==> src/rtl/mem_copy_engine_if.sv <==
// Data-memory initiator bundle for mem_copy_engine: request operands, status and memory port.
// The checksum signal exists only when MEMCPY_CHECKSUM_EN is defined.
interface mem_copy_engine_if #(
    parameter int LEN_W = 11
);
    logic             start;
    logic [31:0]      src_addr;
    logic [31:0]      dst_addr;
    logic [LEN_W-1:0] len;
    logic             busy;
    logic             done;
    logic [1:0]       MEM;
    logic [31:0]      Addr;
    logic [31:0]      Wdata;
    logic [31:0]      Rdata;
`ifdef MEMCPY_CHECKSUM_EN
    logic [31:0]      checksum;

    modport master (
        input  start, src_addr, dst_addr, len, Rdata,
        output busy, done, MEM, Addr, Wdata, checksum
    );

    modport slave (
        output start, src_addr, dst_addr, len, Rdata,
        input  busy, done, MEM, Addr, Wdata, checksum
    );
`else
    modport master (
        input  start, src_addr, dst_addr, len, Rdata,
        output busy, done, MEM, Addr, Wdata
    );

    modport slave (
        output start, src_addr, dst_addr, len, Rdata,
        input  busy, done, MEM, Addr, Wdata
    );
`endif
endinterface

==> src/rtl/mem_copy_engine.sv <==
// Block copy engine: one read cycle then one write cycle per word, one-cycle done pulse.
// Optional running sum of read data is enabled by defining MEMCPY_CHECKSUM_EN.
module mem_copy_engine #(
    parameter int LEN_W = 11
) (
    input  logic              clk,
    input  logic              rst_n,
    mem_copy_engine_if.master bus
);
    typedef enum logic [1:0] {IDLE, READ, WRITE, DONE} state_t;

    state_t           state;
    state_t           state_nx;
    logic [31:0]      src_q;
    logic [31:0]      dst_q;
    logic [LEN_W-1:0] len_q;
    logic [LEN_W-1:0] i;
    logic [31:0]      buf_q;
`ifdef MEMCPY_CHECKSUM_EN
    logic [31:0]      sum_q;
`endif

    always_ff @(posedge clk) begin
        if (!rst_n) begin
            state <= IDLE;
            src_q <= '0;
            dst_q <= '0;
            len_q <= '0;
            i     <= '0;
            buf_q <= '0;
`ifdef MEMCPY_CHECKSUM_EN
            sum_q <= '0;
`endif
        end else begin
            state <= state_nx;
            case (state)
                IDLE: begin
                    if (bus.start) begin
                        src_q <= bus.src_addr;
                        dst_q <= bus.dst_addr;
                        len_q <= bus.len;
                        i     <= '0;
`ifdef MEMCPY_CHECKSUM_EN
                        sum_q <= '0;
`endif
                    end
                end
                READ: begin
                    buf_q <= bus.Rdata;
`ifdef MEMCPY_CHECKSUM_EN
                    sum_q <= sum_q + bus.Rdata;
`endif
                end
                WRITE: i <= i + LEN_W'(1);
                default: ;
            endcase
        end
    end

    // Outputs decode from the registered state only, so start never reaches MEM combinationally.
    always_comb begin
        state_nx  = state;
        bus.busy  = (state != IDLE);
        bus.done  = 1'b0;
        bus.MEM   = 2'b00;
        bus.Addr  = '0;
        bus.Wdata = '0;
        case (state)
            IDLE: begin
                if (bus.start)
                    state_nx = (bus.len == '0) ? DONE : READ;
            end
            READ: begin
                bus.MEM  = 2'b10;
                bus.Addr = src_q + 32'(i);
                state_nx = WRITE;
            end
            WRITE: begin
                bus.MEM   = 2'b01;
                bus.Addr  = dst_q + 32'(i);
                bus.Wdata = buf_q;
                state_nx  = (i == len_q - LEN_W'(1)) ? DONE : READ;
            end
            DONE: begin
                bus.done = 1'b1;
                state_nx = IDLE;
            end
            default: state_nx = IDLE;
        endcase
    end

`ifdef MEMCPY_CHECKSUM_EN
    assign bus.checksum = sum_q;
`endif
endmodule

==> src/flat_wrapper.sv <==
// flat-port wrapper written by rule: the top's interface ports become plain ports
module mem_copy_engine_flat 
#(
    parameter int LEN_W = 11
)
  (clk, rst_n, bus_start, bus_src_addr, bus_dst_addr, bus_len, bus_Rdata, bus_busy, bus_done, bus_MEM, bus_Addr, bus_Wdata);
  mem_copy_engine_if #(.LEN_W(LEN_W)) bus_i ();
  input  logic clk;
  input  logic rst_n;
  input wire logic [$bits(bus_i.start)-1:0] bus_start;
  input wire logic [$bits(bus_i.src_addr)-1:0] bus_src_addr;
  input wire logic [$bits(bus_i.dst_addr)-1:0] bus_dst_addr;
  input wire logic [$bits(bus_i.len)-1:0] bus_len;
  input wire logic [$bits(bus_i.Rdata)-1:0] bus_Rdata;
  output wire logic [$bits(bus_i.busy)-1:0] bus_busy;
  output wire logic [$bits(bus_i.done)-1:0] bus_done;
  output wire logic [$bits(bus_i.MEM)-1:0] bus_MEM;
  output wire logic [$bits(bus_i.Addr)-1:0] bus_Addr;
  output wire logic [$bits(bus_i.Wdata)-1:0] bus_Wdata;
  assign bus_i.start = bus_start;
  assign bus_i.src_addr = bus_src_addr;
  assign bus_i.dst_addr = bus_dst_addr;
  assign bus_i.len = bus_len;
  assign bus_i.Rdata = bus_Rdata;
  assign bus_busy = bus_i.busy;
  assign bus_done = bus_i.done;
  assign bus_MEM = bus_i.MEM;
  assign bus_Addr = bus_i.Addr;
  assign bus_Wdata = bus_i.Wdata;
  mem_copy_engine #(.LEN_W(LEN_W)) u_core (.clk(clk), .rst_n(rst_n), .bus(bus_i));
endmodule
==> config.mk <==
export PLATFORM = sky130hd
export DESIGN_NAME = mem_copy_engine_flat
export DESIGN_NICKNAME = d
export VERILOG_FILES = /design/src/rtl/mem_copy_engine_if.sv /design/src/rtl/mem_copy_engine.sv /design/src/flat_wrapper.sv
export SDC_FILE = /design/constraint.sdc
export NUM_CORES = 1
export LEC_CHECK = 0
export CAP_MARGIN = 30
export CORE_AREA = 5 5 130 120
export DETAILED_ROUTE_END_ITERATION = 7
export DIE_AREA = 0 0 135 125
export HOLD_SLACK_MARGIN = 0.02
export PLACE_DENSITY = 0.78
export SYNTH_ARGS = -nofsm -noshare
export SYNTH_HDL_FRONTEND = slang
export SYNTH_SLANG_ARGS = --single-unit
==> constraint.sdc <==
create_clock -name clk -period 5.2 [get_ports clk]
set_input_delay 1.04 -clock clk [delete_from_list [all_inputs] [get_ports clk]]
set_output_delay 1.04 -clock clk [all_outputs]
set_load 0.05 [all_outputs]
==> results.toml <==
[clock_tree]
clk_pin_slew_ns = 0.06
cts_buffer_depth = 2
clkSinkCount = 120
root_buffer = "clkbuf_16"
numCtsBuffers = 17
clock_latency_ns = 0.42
cts_hold_buffers = 0
htree_levels = 4
ctsResizeCount = 0
postCtsSetupRepairBufs = 0
cts_tree = "done"

[power]
leakage_uw = 0.00355
p_per_area_nw_per_um2 = 474
ir_drop_v = 0.000322

[grt]
grt-ovfl-total = 0
grt_max_degree = 76
grt_pass1_wl_um = 31200
grtUsageTotal = 0.232
first_global_vias = 5988
antenna_found_initial = 0

[critical_path]
path_class = "reg2out"
worstPathRequired_ns = 4.16
crit_path_cell_trace = "inv_1 -> ha_2 -> mux2_2 -> ha_1 -> a21oi_1 -> o21ai_0 -> a22oi_2 -> a211oi_1 -> mux2_1 -> buf_4"
worstPathMaxFanout = 19
r2r_start = "u_core.state[0]$_SDFFE_PN0P_"
cp.depth = 10
setup.worst_path.start_class = "flop"
cp_data_arrival_time_ns = 3.88
worst_r2r_path_depth = 7
cp_num_buf_inv = 2
end_kind = "output port"
path_delay_family = "compound AO/OA/AOI/OAI gates"
cp_slowest_cell = "a22oi_2"
critPathMaxStageDelay_ns = 0.61
rrSetupSlack_ns = 2.71
r2r-end = "u_core.i[9]$_SDFFE_PN0P_"

[drt]
met3WireLength_um = 1540
routed_wl_um = 19700
vias_per_cell = 5.34
vias = 6299
wl_met1_um = 8660
routedWlPerCell_um = 16.7
drtAntennaViolNets = 0
first_pass_iters = 5
drc = 0
maxUsedRoutingLayer = "met4"
drt_iter0_drc = 572
wl_met2_um = 9130

[yosys]
synth_area_leaders = "dfxtp_1, nand2_1, mux2i_1"
syn_avg_cell_area_sq_um = 8.13
yosysMostFrequentCell = "nand2_1"
ys.flop_type = "dfxtp_1"
synth-seq-cells = 120
syn_nets = 944
yosysWarnings = 0
async_reset_ff_frac = 0
netlist.area_leader.share = 0.363
synth_top_cell_by_area = "dfxtp_1"
synth_common_cells = "nand2_1, dfxtp_1, a21oi_1, mux2i_1, nor2_1"
synth.distinct_cells = 65
yosysSeqAreaShare = 0.363
synth-edff-count = 0
netlist_area_sq_um = 6620
postSynthCellCount = 814

[timing]
max_slew_margin = 0.432
worst_pin_slew_ns = 0.844
min_period_ns = 4.92
setup_violations = 0
post-route-period-util = 0.947
tns_ns = 0
slew_violations = 0
hold_viol_final = 0
fmax_ghz = 0.203
rsz0062_at_grt = "false"
fin_skew_ns = 0.00814
setup_ws_ns = 0.276

[die]
rows = 42
coreArea_sq_um = 14200
dieArea_sq_um = 16900
die_w_um = 135
die_y_um = 125
initial_core_util = 0.465
ios = 178

[layout]
drive_gt1_frac = 0.130
syn2layout_area_growth_pct = 42.6
fillers = 1166
n_antenna_cell = 0
final_core_util = 0.663
layout.nets = 1098

[flow_run]
maxCapViolations = 0

[worst_hold_path]
hold-path-endpoint = "u_core.dst_q[29]$_SDFFE_PN0P_"
hold_path_startpoint = "u_core.dst_q[29]$_SDFFE_PN0P_"
hp-class = "reg2reg"
whs_path_depth = 2

[placed_design]
post-dp-hpwl_um = 14600
io_buffers = 177
place_ws_ns = 0.754
place_congestion = 0.910

[outcome]
run_status = "finished, final reports clean"
[state kept, by name, summed over array words and instances, names as in the netlist]
| name | count |
|---|---|
| u_core.buf_q | 32 |
| u_core.dst_q | 32 |
| u_core.i | 11 |
| u_core.len_q | 11 |
| u_core.src_q | 32 |
| u_core.state | 2 |
[layout by cell type (no fill, tap or decap), drive strengths merged, types with 2 or more instances in the layout]
cell type / netlist / final
or2: 9 / 9
clkinvlp: 0 / 2
nand2: 184 / 184
xor2: 14 / 14
a211o: 3 / 3
a211oi: 10 / 10
and2: 38 / 38
and3: 6 / 6
nand3b: 7 / 7
or3: 4 / 4
xnor2: 12 / 12
a21o: 4 / 4
nor4: 4 / 4
clkdlybuf4s50: 0 / 149
a2111oi: 2 / 2
ha: 19 / 19
mux2i: 65 / 65
a221oi: 4 / 4
o211ai: 2 / 2
buf: 11 / 36
a31oi: 3 / 3
a22oi: 3 / 3
nand3: 16 / 16
a21oi: 95 / 95
o21ai: 10 / 10
mux2: 22 / 22
nor3: 3 / 3
inv: 11 / 11
dfxtp: 120 / 120
bufinv: 0 / 4
nor2: 56 / 56
nand4: 6 / 6
clkbuf: 39 / 21
clkinv: 0 / 5
nand2b: 13 / 13
[worst min-delay path: cells and delay by family (launching register included)]
family | cells | cell delay (ns)
flops | 1 | 0.30
simple gates | 1 | 0.05
compound gates | 1 | 0.05
[through the flow]
step                      hold slack (ns)  power [uW]  std cells  instance area (sq um)
final                               0.451        4470       1179                   9440
after global routing                0.466        4710       1179                   9440
after CTS                           0.454        4480       1179                   9440
after detailed placement            0.447        3230       1147                   8820
after global placement              0.439        3200       1146                   8790
after floorplan                     0.433        2630        814                   6690
[cells by family (layout without fill, tap and decap cells)]
kind of cell    after synthesis  in the layout  share of synthesized area
simple gates                352            352                      0.247
compound gates              148            148                      0.141
flops                       120            120                      0.363
mux                          87             87                      0.136
buf+inv                      61            228                     0.0395
xor+xnor                     26             26                     0.0344
fa+ha+maj                    20             20                     0.0389
[power breakdown]
part | internal (uW) | switching (uW) | total, uW
Combinational | 785 | 1200 | 1990
Clock | 815 | 422 | 1240
Sequential | 1110 | 139 | 1250
[routing by layer]
layer | track usage | up-vias
li1 | - | 3098
met1 | 0.317 | 2958
met2 | 0.352 | 215
met3 | 0.0655 | 28
met4 | 0.0777 | 0
met5 | 0 | -
[cell type report]
type,count,area [sq um],area share
Clock buffer,21,450,0.0477
Clock inverter,11,171,0.0182
Inverter,11,42.5,0.00451
Multi-Input combinational cell,633,4030,0.427
Sequential cell,120,2400,0.255
Tap cell,198,248,0.0262
Timing Repair Buffer,185,2090,0.222
[worst max path at each step]
stage	start	to	slack, ns
after global routing	u_core.state[0]$_SDFFE_PN0P_	bus_Addr[31]	0.09
after floorplan	u_core.state[0]$_SDFFE_PN0P_	bus_Addr[15]	0.002
after CTS	u_core.state[0]$_SDFFE_PN0P_	bus_Addr[26]	0.29
after detailed placement	u_core.state[0]$_SDFFE_PN0P_	bus_Addr[26]	0.75
final	u_core.state[0]$_SDFFE_PN0P_	bus_Addr[31]	0.28
after global placement	u_core.state[0]$_SDFFE_PN0P_	bus_Addr[15]	0.85
(Power assumes the default switching activity.)
